===== src/rtl/hazard_ctrl.sv =====
// hazard_ctrl: load-use stall, branch flush and memory-freeze control for an
// in-order pipeline. Outputs are combinational from state and current inputs.
// Optional build macro HAZARD_CTRL_PERF_EN adds stall/flush cycle counters
// (stall_cnt_o, flush_cnt_o); without it those ports and registers do not exist.
module hazard_ctrl #(
  parameter int unsigned REG_W    = 5,
  parameter int unsigned LOAD_LAT = 1,
  parameter int unsigned CNT_W    = 32
) (
  input  logic             clk_i,
  input  logic             rst_i,
  input  logic             memread_idex_i,
  input  logic [REG_W-1:0] rd_idex_i,
  input  logic [REG_W-1:0] rs1_ifid_i,
  input  logic [REG_W-1:0] rs2_ifid_i,
  input  logic             rs1_used_i,
  input  logic             rs2_used_i,
  input  logic             id_equal_i,
  input  logic             is_branch_i,
  input  logic             mem_stall_i,
  output logic             pc_write_o,
  output logic             ifid_stall_o,
  output logic             ifid_flush_o,
  output logic             bubble_o,
`ifdef HAZARD_CTRL_PERF_EN
  output logic [CNT_W-1:0] stall_cnt_o,
  output logic [CNT_W-1:0] flush_cnt_o,
`endif
  output logic             busy_o
);

  localparam logic [1:0] ST_RUN     = 2'd0;
  localparam logic [1:0] ST_LDSTALL = 2'd1;
  localparam logic [1:0] ST_MEMWAIT = 2'd2;

  // Elaboration-time guard on the legal parameter ranges.
  if (LOAD_LAT < 1 || LOAD_LAT > 7 || CNT_W < 1 || REG_W < 1) begin : g_param_check
    $error("hazard_ctrl: illegal parameter value");
  end

  logic [1:0]       state;
  logic [1:0]       state_nxt;
  logic [2:0]       cnt;
  logic [2:0]       cnt_nxt;
  logic [REG_W-1:0] lat_rd;
  logic [REG_W-1:0] lat_rd_nxt;
  logic             hazard;
  logic             branch_taken;

  // Load-use hazard: load in EX writes a nonzero register read by the ID instruction.
  always_comb begin
    hazard = memread_idex_i && (rd_idex_i != '0) &&
             ((rs1_used_i && (rd_idex_i == rs1_ifid_i)) ||
              (rs2_used_i && (rd_idex_i == rs2_ifid_i)));
    branch_taken = id_equal_i && is_branch_i;
  end

  // State, stall counter and latched load destination.
  always_ff @(posedge clk_i) begin
    if (rst_i) begin
      state  <= ST_RUN;
      cnt    <= 3'd0;
      lat_rd <= '0;
    end else begin
      state  <= state_nxt;
      cnt    <= cnt_nxt;
      lat_rd <= lat_rd_nxt;
    end
  end

  // Next state: memory freeze holds everything; MEMWAIT resumes as RUN.
  always_comb begin
    state_nxt  = state;
    cnt_nxt    = cnt;
    lat_rd_nxt = lat_rd;
    if (mem_stall_i) begin
      if (state == ST_RUN) state_nxt = ST_MEMWAIT;
    end else begin
      case (state)
        ST_LDSTALL: begin
          cnt_nxt = cnt - 3'd1;
          if (cnt == 3'd1) state_nxt = ST_RUN;
        end
        default: begin
          state_nxt = ST_RUN;
          if (hazard && (LOAD_LAT > 1)) begin
            state_nxt  = ST_LDSTALL;
            cnt_nxt    = 3'(LOAD_LAT - 1);
            lat_rd_nxt = rd_idex_i;
          end
        end
      endcase
    end
  end

  // Output decode by priority: reset, freeze, load stall, hazard, branch flush.
  always_comb begin
    pc_write_o   = 1'b1;
    ifid_stall_o = 1'b0;
    ifid_flush_o = 1'b0;
    bubble_o     = 1'b0;
    busy_o       = 1'b0;
    if (!rst_i) begin
      busy_o = (state != ST_RUN);
      if (mem_stall_i) begin
        pc_write_o   = 1'b0;
        ifid_stall_o = 1'b1;
      end else if (state == ST_LDSTALL || hazard) begin
        pc_write_o   = 1'b0;
        ifid_stall_o = 1'b1;
        bubble_o     = 1'b1;
      end else if (branch_taken) begin
        ifid_flush_o = 1'b1;
        bubble_o     = 1'b1;
      end
    end
  end

`ifdef HAZARD_CTRL_PERF_EN
  // Stall and flush cycle counters; wrap naturally and hold during freeze.
  always_ff @(posedge clk_i) begin
    if (rst_i) begin
      stall_cnt_o <= '0;
      flush_cnt_o <= '0;
    end else if (!mem_stall_i) begin
      if (bubble_o && !ifid_flush_o) stall_cnt_o <= stall_cnt_o + CNT_W'(1);
      if (ifid_flush_o)              flush_cnt_o <= flush_cnt_o + CNT_W'(1);
    end
  end
`endif

endmodule


===== config.mk =====
export PLATFORM = sky130hd
export DESIGN_NAME = hazard_ctrl
export DESIGN_NICKNAME = d
export VERILOG_FILES = /design/src/rtl/hazard_ctrl.sv
export SDC_FILE = /design/constraint.sdc
export NUM_CORES = 1
export LEC_CHECK = 0
export CORE_AREA = 2 2 39 41
export DETAILED_ROUTE_END_ITERATION = 10
export DIE_AREA = 0 0 41 43
export GPL_TIMING_DRIVEN = 0
export PLACE_DENSITY_LB_ADDON = 0.25
export SYNTH_ARGS = -nofsm -noshare
export SYNTH_HDL_FRONTEND = slang
export SYNTH_SLANG_ARGS = --single-unit

===== constraint.sdc =====
create_clock -name clk_i -period 1.7 [get_ports clk_i]
set_input_delay 0.255 -clock clk_i [delete_from_list [all_inputs] [get_ports clk_i]]
set_output_delay 0.255 -clock clk_i [all_outputs]
set_load 0.01 [all_outputs]

==> results of run 1 <==
## per-stage QoR
| step | util | hold slack (ps) | instance area [um2] | power, uW | worst slack, ps |
|---|---|---|---|---|---|
| detailed placement | 0.361 | 892 | 499 | 134 | -796 |
| floorplan | - | 349 | 209 | 62.3 | 169 |
| global route | 0.351 | 836 | 485 | 134 | 6.06 |
| finish | 0.351 | 801 | 485 | 124 | 57.2 |
| global placement | 0.361 | 900 | 499 | 134 | -788 |
| CTS | 0.347 | 893 | 480 | 125 | 4.35 |
## cell usage after synthesis (2+ instances only)
cell type	n
nor2_1	2
nand2_1	2
nor2b_1	2
nand4_1	2
xnor2_1	10
## layout make-up
class | count | share of cell area
inverters | 1 | 0.00773
multi-input cells | 26 | 0.407
flip-flops and latches | 1 | 0.0412
well taps | 16 | 0.0412
repair buffers | 28 | 0.503
## metal layers
layer,part of all wire,wire length (um),track usage,up-vias
met5,0,0,0,-
met4,0,0,0,0
met3,0.079,52,0,0
met2,0.52,341,0.128,11
met1,0.40,266,0.0949,115
li1,-,-,-,155
## what timing repair did
action / CTS / global route
gates resized for setup: 49 / 3
setup endpoints to repair: 4 / 5
buffers inserted: 1 / 0
hold buffers: 0 / 0
pin swaps: 13 / 2
## how the worst max path moves through the flow
stage                     slack (ps)  cells past startpoint           end
after detailed placement        -800                      6  ifid_flush_o
final                             60                      6      bubble_o
after global routing               6                      6    pc_write_o
after global placement          -790                      6  ifid_flush_o
after floorplan                  170                      4  ifid_flush_o
after CTS                          4                      6      bubble_o
## cell families after synthesis
logic type	synth area share
xor gates and xnor gates	0.419
and+or+nand+nor	0.258
AOI/OAI and AO/OA	0.210
DFF	0.0958
buffers and inverters	0.0179
## worst min-delay path: stages, from the launching register on
cell            delay [ps]
dfxtp_1                270
nor2b_1                110
dlymetal6s2s_1         160
## power groups by stage
stage | logic, uW | clock network, uW | registers [uW]
4_1_cts | 99.9 | 0 | 25.5
2_1_floorplan | 36.9 | 0 | 25.3
3_3_place_gp | 109 | 0 | 25.4
5_1_grt | 108 | 0 | 25.6
6_report | 98.8 | 0 | 25.5
3_5_place_dp | 109 | 0 | 25.4
==> metrics.md, run 1 <==
| Metric | Value |
|---|---|
| Status | finished, final reports clean |
| Post-Syn Area | 209 um2 |
| Largest net degree at the start of global routing | 5 |
| Largest driver fanout on the critical path | 2 |
| Top reg by flops | state |
| Syn Inst Count | 28 |
| Minimum clock period | 1640 ps |
| Via/cell ratio | 3.90 |
| Iteration count of the initial detailed-routing pass | 1 |
| Antenna viol nets, final | 0 |
| P per Cell Area | 256 mW/mm2 |
| Multi-input logic area | 198 um2 |
| Critical path class | input port to primary output |
| Leak pwr | 0.000225 uW |
| Min-delay src | state[1]$_SDFFE_PP0P_ |
| Setup tns final | 0 ps |
| Worst Path Buf+Inv | 3 |
| FF/Latch Area | 20.0 um2 |
| IO Pins | 28 |
| Setup violators final | 0 |
| Synth top area share | 0.419 |
| Sequential cell area fraction in the yosys report | 0.0958 |
| Area grow syn2layout | 132% |
| CP delay by family, top | simple AND/OR/NAND/NOR gates |
| DRT iter0 DRCs | 0 |
| Worst-path clk slew | 0 ps |
| Vias | 281 |
| Logic pwr share | 0.795 |
| Yosys reg bits | 1 |
| Synth Flop Type | dfxtp_1 |
| Placed insts | 71 |
| Number of global-route vias before repair | 247 |
| Period Utilization, post-route | 0.966 |
| All-layer global routing usage | 0.0709 |
| Crit path cell chain | buf_8 -> or4_4 -> o21ai_2 -> inv_1 -> a31o_1 -> buf_2 |
| Mapped Avg Cell Area | 7.46 um2 |
| Cell row count | 14 |
| Die height | 43 um |
| Worst Tran Pin Value | 202 ps |
| Layout cell share with drive strength beyond 1 | 0.232 |
| Crit start category | input port |
| Synth top area cells | xnor2_1 (42%), dfxtp_1 (9.6%), nand4_1 (6.0%) |
| CP max stage delay | 520 ps |
| Max-cap violations | 0 |
| Async SR Flop Fraction | 0 |
| Die Area | 0.00176 mm2 |
| Hold Path Depth | 2 |
| Yosys cell types | 15 |
| Max FFs per register | 1 |
| Initial antenna violation count | 0 |
| CORE AREA | 0.00138 mm2 |
| Int Pwr | 89.0 uW |
| Switching share of power | 0.283 |
| DRC viols | 0 |
| Clk pwr share | 0 |
| Final Hold Vio Count | 0 |
| Hold Path Sink | busy_o |
| Slew margin rel. | 0.865 |
| Maximum vdd drop | 0.0661 mV |
| Final Max Tran Viols | 0 |
| Maximum clock rate | 609 MHz |
| Drt total wl | 660 um |
| Global-route wire length before repair | 945 um |
| Sequential Power Share | 0.205 |
| Worst EP arrival | 1390 ps |
| Nets@finish | 81 |
| Cell accounting for the most synthesized area | xnor2_1 |
| Slowest-stage cell, CP | or4_4 |
| Synthesized net count | 51 |
| Yosys warns | 0 |
| Total net switching power | 35.2 uW |
| Routability cong. | 0.609 |
| Largest registers | state x1 |
| Fin cells | 72 |
| Post-synth EDFFs | 0 |
| Worst Setup SP | rd_idex_i[2] |
| WL per Instance | 9.17 um |
| Fill cells | 166 |
| Critical Path End Type | primary output |
| Overflow after GRT | 0 |
| Initial Util | 0.151 |
| Horiz. Die Dim | 41 um |
| Most frequent cells in the layout | xnor2_1 (10), dlygate4sd2_1 (10), clkdlybuf4s50_1 (8) |
| # port buffers | 27 |
| RSZ-0062 raised after global routing | no |
| Worst path required time | 1440 ps |
| N_diodes | 0 |
| Hold Path Class | flip-flop to primary output |
(Power assumes the default switching activity.)
==> inputs of run 2 (changes only) <==
==> constraint.sdc (replaced) <==
create_clock -name clk_i -period 1.7 [get_ports clk_i]
set_input_delay 0.255 -clock clk_i [delete_from_list [all_inputs] [get_ports clk_i]]
set_output_delay 0.255 -clock clk_i [all_outputs]
set_load 0.05 [all_outputs]
==> metrics.md, run 2 (same netlist as run 1, synthesis figures left out) <==
| Metric | Value |
|---|---|
| Status | finished with violations (was finished, final reports clean) |
| Violated checks | negative setup slack |
| Period Utilization, post-route | 1.01 (was 0.966) |
| Drt total wl | 727 um (was 660 um) |
| CORE AREA | 0.00138 mm2 (unchanged) |
| Maximum vdd drop | 0.106 mV (was 0.0661 mV) |
| DRC viols | 0 (unchanged) |
| Worst EP arrival | 1460 ps (was 1390 ps) |
| Crit path cell chain | buf_8 -> or4_4 -> o21ai_4 -> inv_2 -> a31o_1 -> buf_6 (was buf_8 -> or4_4 -> o21ai_2 -> inv_1 -> a31o_1 -> buf_2) |
| Final worst slack | -16.1 ps (was 57.2 ps) |
| All-layer global routing usage | 0.0810 (was 0.0709) |
| Max-cap violations | 0 (unchanged) |
| Antenna viol nets, final | 0 (unchanged) |
| Hold Path Class | flip-flop to primary output (unchanged) |
| Routability cong. | 0.608 (was 0.609) |
| Leak pwr | 0.000222 uW (was 0.000225 uW) |
| Slew margin rel. | 0.777 (was 0.865) |
| Most frequent cells in the layout | xnor2_1 (10), clkdlybuf4s50_1 (7), dlygate4sd2_1 (7) (was xnor2_1 (10), dlygate4sd2_1 (10), clkdlybuf4s50_1 (8)) |
| Horiz. Die Dim | 41 um (unchanged) |
| Minimum clock period | 1720 ps (was 1640 ps) |
| Maximum clock rate | 583 MHz (was 609 MHz) |
| # port buffers | 27 (unchanged) |
| Cell row count | 14 (unchanged) |
| Overflow after GRT | 0 (unchanged) |
| Largest net degree at the start of global routing | 5 (unchanged) |
| Die Area | 0.00176 mm2 (unchanged) |
| Max FFs per register | 1 (unchanged) |
| N_diodes | 0 (unchanged) |
| Worst-path clk slew | 0 ps (about the same) |
| Largest driver fanout on the critical path | 2 (unchanged) |
| Largest registers | state x1 (unchanged) |
| Nets@finish | 82 (was 81) |
| Vias | 300 (was 281) |
| Placed insts | 71 (unchanged) |
| Critical Path End Type | primary output (unchanged) |
| Initial Util | 0.151 (unchanged) |
| Number of global-route vias before repair | 255 (was 247) |
| RSZ-0062 raised after global routing | yes (was no) |
| Worst path required time | 1440 ps (about the same) |
| Slowest-stage cell, CP | or4_4 (unchanged) |
| Layout Utilization | 0.398 (was 0.351) |
| Final Max Tran Viols | 0 (unchanged) |
| Initial antenna violation count | 0 (unchanged) |
| P per Cell Area | 288 mW/mm2 (was 256 mW/mm2) |
| Crit start category | input port (unchanged) |
| Iteration count of the initial detailed-routing pass | 1 (unchanged) |
| Hold_buf cts | 0 (unchanged) |
| Worst Tran Pin Value | 334 ps (was 202 ps) |
| CP delay by family, top | simple AND/OR/NAND/NOR gates (unchanged) |
| Critical path class | input port to primary output (unchanged) |
| Setup tns final | -21.1 ps (was 0 ps) |
| DRT iter0 DRCs | 0 (unchanged) |
| Layout cell share with drive strength beyond 1 | 0.351 (was 0.232) |
| Die height | 43 um (unchanged) |
| Final Hold Vio Count | 0 (unchanged) |
| Setup violators final | 2 (was 0) |
| Worst Path Buf+Inv | 3 (unchanged) |
| WL per Instance | 9.96 um (was 9.17 um) |
| Area grow syn2layout | 163% (was 132%) |
| Final Power | 159 uW (was 124 uW) |
| CP max stage delay | 530 ps (was 520 ps) |
| IO Pins | 28 (unchanged) |
| Commonest non-fill, non-tap cell in the layout | xnor2_1 |
| Post-DP HPWL | 618 um |
| Global-route wire length before repair | 1.04 mm (was 945 um) |
| Via/cell ratio | 4.11 (was 3.90) |
| Fin cells | 73 (was 72) |
| Top reg by flops | state (unchanged) |
[run 2: routing by layer]
| layer | up-vias | GRT usage | routed length [um] |
|---|---|---|---|
| met5 | - | 0 | 0 |
| met4 | 0 | 0 | 0 |
| met3 | 0 | 0 | 78 |
| met2 | 17 | 0.144 | 368 |
| met1 | 126 | 0.111 | 279 |
| li1 | 157 | - | - |
[run 2: cell type report]
type / count / area (um2)
fill: 156 / 833
inverter: 1 / 3.75
multi-input combinational: 26 / 235
sequential: 1 / 20.0
tap: 16 / 20.0
timing repair buffer: 29 / 272
[run 2: per-stage QoR]
step	instance area (um2)	setup slack, ps	hold WS [ps]
after floorplan	224	-15.7	378
after global placement	514	-1050	931
after detailed placement	514	-1040	931
after CTS	552	-42.9	943
after global routing	551	-55.1	910
final	551	-16.1	883
[run 2: power breakdown]
part | switching [uW] | internal [uW]
Sequential | 0.441 | 25.2
Combinational | 59.8 | 73.0
Clock | 0 | 0
[run 2: path summary, 6_finish.rpt]
kind | from | endpoint | slack, ps | cells past startpoint
min | state[1]$_SDFFE_PP0P_ | busy_o | 880 | 2
max | rd_idex_i[4] | bubble_o | -20 | 6
[run 2: timing repair]
action	CTS	global route
setup endpoints to repair	5	5
setup buffers	2	0
resized for setup	69	8
pin swaps	19	8
[run 2: tightest hold or removal path: cells and delay by family (launching register included)]
family | cells | cell delay (ps)
buffers and inverters | 1 | 230
AND/OR/NAND/NOR | 1 | 120
flip-flops | 1 | 280
==> inputs of run 3 (changes only) <==
- CORE_AREA: 2 2 39 41 -> 3 3 40 42
- DIE_AREA: 0 0 41 43 -> 0 0 43 45
==> metrics.md, run 3 (same netlist as run 1, synthesis figures left out) <==
| Metric | Value |
|---|---|
| Status | finished with violations (unchanged) |
| Violated checks | negative setup slack (unchanged) |
| Sequential Power Share | 0.163 (was 0.162) |
| Setup tns final | -9.91 ps (was -21.1 ps) |
| Final Power | 156 uW (was 159 uW) |
| WL per Instance | 9.78 um (was 9.96 um) |
| Fill cells | 140 (was 156) |
| All-layer global routing usage | 0.0756 (was 0.0810) |
| Critical path class | input port to primary output (unchanged) |
| Drt total wl | 704 um (was 727 um) |
| Overflow after GRT | 0 (unchanged) |
| N_diodes | 0 (unchanged) |
| P per Cell Area | 285 mW/mm2 (was 288 mW/mm2) |
| IO Pins | 28 (unchanged) |
| Most frequent cells in the layout | xnor2_1 (10), dlygate4sd2_1 (10), clkdlybuf4s50_1 (6), buf_6 (6) (was xnor2_1 (10), clkdlybuf4s50_1 (7), dlygate4sd2_1 (7)) |
| DRC viols | 0 (unchanged) |
| Clk pwr share | 0 (about the same) |
| Largest driver fanout on the critical path | 2 (unchanged) |
| Final worst slack | -9.91 ps (was -16.1 ps) |
| Logic pwr share | 0.837 (was 0.838) |
| Post-DP HPWL | 643 um (was 618 um) |
| # port buffers | 27 (unchanged) |
| CP delay by family, top | simple AND/OR/NAND/NOR gates (unchanged) |
| Maximum clock rate | 585 MHz (was 583 MHz) |
| Leak pwr | 0.000235 uW (was 0.000222 uW) |
| Antenna viol nets, final | 0 (unchanged) |
| Die Area | 0.00194 mm2 (was 0.00176 mm2) |
| Worst Tran Pin Value | 483 ps (was 334 ps) |
| Pre-CTS setup slack | -1070 ps (was -1040 ps) |
| Area grow syn2layout | 162% (was 163%) |
| Layout Utilization | 0.426 (was 0.398) |
| Crit start category | input port (unchanged) |
| Vias | 311 (was 300) |
| Initial antenna violation count | 0 (unchanged) |
| Final Hold Vio Count | 0 (unchanged) |
| Iteration count of the initial detailed-routing pass | 2 (was 1) |
| Switching share of power | 0.377 (was 0.380) |
| Largest net degree at the start of global routing | 5 (unchanged) |
| Fin cells | 72 (was 73) |
| Crit path cell chain | buf_8 -> or4_4 -> o21ai_4 -> inv_2 -> a31o_1 -> buf_6 (unchanged) |
| Critical Path End Type | primary output (unchanged) |
| Max-cap violations | 0 (unchanged) |
| Number of global-route vias before repair | 287 (was 255) |
| DRT iter0 DRCs | 4 (was 0) |
| RSZ-0062 raised after global routing | yes (unchanged) |
| CORE AREA | 0.00128 mm2 (was 0.00138 mm2) |
| Via/cell ratio | 4.32 (was 4.11) |
| Int Pwr | 97.2 uW (was 98.3 uW) |
| Final Max Tran Viols | 0 (unchanged) |
| Max FFs per register | 1 (unchanged) |
| Largest registers | state x1 (unchanged) |
| Setup violators final | 1 (was 2) |
| Cell row count | 13 (was 14) |
| Worst Path Buf+Inv | 3 (unchanged) |
| Horiz. Die Dim | 43 um (was 41 um) |
| Nets@finish | 82 (unchanged) |
| Period Utilization, post-route | 1.01 (about the same) |
| Slew margin rel. | 0.679 (was 0.777) |
| Worst EP arrival | 1450 ps (was 1460 ps) |
| Minimum clock period | 1710 ps (was 1720 ps) |
| Global-route wire length before repair | 1.21 mm (was 1.04 mm) |
| Total net switching power | 58.9 uW (was 60.3 uW) |
| Slowest-stage cell, CP | or4_4 (unchanged) |
| Die height | 45 um (was 43 um) |
| Initial Util | 0.163 (was 0.151) |
| Maximum vdd drop | 0.0887 mV (was 0.106 mV) |
| Worst-path clk slew | 0 ps (about the same) |
| Hold Path Class | input port to flip-flop (was flip-flop to primary output) |
| Placed insts | 70 (was 71) |
| Routability cong. | 0.673 (was 0.608) |
| Top reg by flops | state (unchanged) |
| CP max stage delay | 530 ps (about the same) |
| Worst path required time | 1440 ps (about the same) |
| Layout cell share with drive strength beyond 1 | 0.333 (was 0.351) |
run 3: cell types whose count changed in the layout (fill, tap and decap cells not counted):
cell	change
nor2_4	-1
nor2_2	+1
dlymetal6s2s_1	+1
dlygate4sd2_1	+3
clkdlybuf4s15_1	-2
clkbuf_2	-1
clkdlybuf4s50_1	-1
run 3: area by class of cell:
type | count | area [um2] | share of cell area
inverter | 1 | 3.75 | 0.00685
multi-input combinational | 26 | 230 | 0.420
sequential | 1 | 20.0 | 0.0365
tap | 15 | 18.8 | 0.0342
timing repair buffer | 29 | 275 | 0.502
run 3: final timing paths:
kind,from,to,depth (start not counted),slack (ps)
max,rd_idex_i[4],bubble_o,6,-10
min,rst_i,state[1]$_SDFFE_PP0P_,2,640
run 3: stage by stage:
| stage | instance area (um2) | hold slack (ps) |
|---|---|---|
| 4_1_cts | 527 | 929 |
| 3_5_place_dp | 513 | 918 |
| 5_1_grt | 548 | 694 |
| 3_3_place_gp | 513 | 935 |
| 2_1_floorplan | 224 | 378 |
| 6_report | 548 | 643 |
run 3: repair_timing:
item	4_1_cts	5_1_grt
setup endpoints to repair	5	4
pin swaps	19	4
hold buffers	0	0
setup buffers	1	1
gates resized for setup	65	8
endpoints found under the hold margin	0	0
run 3: metal layers:
| metal | part of all wire | global-route usage | wire, um |
|---|---|---|---|
| met2 | 0.42 | 0.141 | 295 |
| met1 | 0.43 | 0.0981 | 302 |
| met4 | 0 | 0 | 0 |
| met3 | 0.15 | 0.0120 | 106 |
| met5 | 0 | 0 | 0 |
run 3: power by group through the flow:
stage	registers, uW	clock network (uW)	logic, uW
6_report	25.4	0	131
5_1_grt	25.5	0	140
3_3_place_gp	25.4	0	128
3_5_place_dp	25.4	0	128
2_1_floorplan	25.3	0	56.3
4_1_cts	25.4	0	128
==> RTL change (flow settings as in run 3) <==
Change the parameter `REG_W` from 5 to 10.
--- a/src/rtl/hazard_ctrl.sv
+++ b/src/rtl/hazard_ctrl.sv
@@ -3,7 +3,7 @@
 // Optional build macro HAZARD_CTRL_PERF_EN adds stall/flush cycle counters
 // (stall_cnt_o, flush_cnt_o); without it those ports and registers do not exist.
 module hazard_ctrl #(
-  parameter int unsigned REG_W    = 5,
+  parameter int unsigned REG_W    = 10,
   parameter int unsigned LOAD_LAT = 1,
   parameter int unsigned CNT_W    = 32
 ) (
Interface: changed (resized rd_idex_i, rs1_ifid_i and rs2_ifid_i); port bits go from 28 to 43. The function was not compared with the original's and may differ.
==> RTL change against run 3 <==
The run still ends with negative setup slack left. Area after synthesis grew 63%. Design area grew 51%. Sequential share of layout area shrank 1.2 points. Setup slack lost 4.6 ps. Wire length grew 83%. Power grew 49%. Sequential cell count is the same.
==> RTL change: results (changes against run 3) <==
placement:
  place.gp.congestion: 0.676  # +0.40%
  pre_cts_ws_ps: -1120  # -46.3 ps
  io_buffers: 42  # +56%
  dp_hpwl_um: 1040  # +61%
logic_synthesis:
  yosys-top-cells-area: "xnor2_1 (51%), nand4_1 (7.3%), dfxtp_1 (5.9%), nor3_2 (5.9%), nand3_1 (4.4%)"
  yosys_warnings: 0  # unchanged
  synthDistinctLibCells: 15  # unchanged
  synthArstFlopShare: 0  # unchanged
  synth_common_cells: "xnor2_1 (20), nand4_1 (4), nand3_1 (3)"
  synth_nets: 80  # +57%
  synth_ff_type: "dfxtp_1"
  ys_seq_area_frac: 0.0586  # -0.0372
global_routing:
  grt_pass1_vias: 423  # +47%
  grt_max_degree: 7  # +2
  antenna_found_initial: 0  # unchanged
  grt_pass1_wl_um: 1860  # +53%
  grt_util_all_layers: 0.119  # +0.0438
worst_setup_path:
  crit_family: "compound AO/OA/AOI/OAI gates"
  critPathSlowestCell: "a211oi_4"
  max_stage_delay_ps: 240  # -290 ps
  path_max_fanout: 4  # +2
routing:
  vias_per_cell: 4.58  # +5.9%
  drtIter0Drc: 3  # -1
  firstDrtPassIters: 2  # unchanged
  routed_wl_um: 1290  # +83%
run_status:
  status: "complete, but fails checks"
  violations: "negative setup slack"
sta:
  tightest_slew_ps: 367  # -116 ps
  setup_tns_ps: -14.5  # -4.64 ps
  setup_slack_ps: -14.5  # -4.64 ps
  setup_viol: 1  # unchanged
min_path:
  min_path_type: "reg -> out"
clocking:
  clk_pin_slew_ps: 0  # unchanged
  post-cts-setup-buffers: 0  # -1
pwr:
  intPower_w: 0.000146  # +50%
  peakVddDrop_uv: 113  # +28%
  leakagePower_nw: 0.361  # +53%
final_layout:
  drive_above_1_share: 0.643  # +0.310
  fin_nets: 124  # +51%
-- RTL change: timing repair --
item,in CTS,in global routing
hold endpoints to repair,0,0
setup endpoints to repair,5,4
cloned,0,0
pin swaps,30,10
gates resized for setup,141,34
-- RTL change: layer usage --
layer,global-route usage,up-vias,wire length (um)
met1,0.171,197,518
met2,0.210,19,680
met3,0.00797,0,91
met4,0,0,0
li1,-,237,-
met5,0,-,0
-- RTL change: area by class of cell --
class	instances	area, um^2
Timing Repair Buffer	42	353
Inverter	1	3.75
Tap cell	15	18.8
Multi-Input combinational cell	40	433
Sequential cell	1	20.0
Fill cell	129	457
-- RTL change: through the flow --
stage	hold WS [ps]	instance area (um^2)	instances	utilization
2_1_floorplan	322	362	42	-
3_3_place_gp	1000	801	99	0.623
3_5_place_dp	1020	801	99	0.623
4_1_cts	968	681	99	0.530
5_1_grt	993	828	99	0.645
6_report	964	828	99	0.645
-- RTL change: power by group through the flow --
| stage | Clock [W] | Sequential, W | Combinational, W |
|---|---|---|---|
| after floorplan | 0 | 0.0000253 | 0.0000749 |
| after global placement | 0 | 0.0000254 | 0.000191 |
| after detailed placement | 0 | 0.0000255 | 0.000193 |
| after CTS | 0 | 0.0000255 | 0.000165 |
| after global routing | 0 | 0.0000257 | 0.000219 |
| final | 0 | 0.0000255 | 0.000207 |
-- RTL change: cell families (layout without fill, tap and decap cells) --
| kind of cell | Yosys count | after routing | synth area share |
|---|---|---|---|
| AO/OA/AOI/OAI | 4 | 4 | 0.110 |
| flip-flops | 1 | 1 | 0.0586 |
| AND/OR/NAND/NOR | 16 | 16 | 0.308 |
| XOR/XNOR | 20 | 20 | 0.513 |
| buffers and inverters | 1 | 43 | 0.0110 |
-- RTL change: worst paths after layout --
| check | start | end |
|---|---|---|
| max | rs1_ifid_i[2] | bubble_o |
| min | state[1] | busy_o |
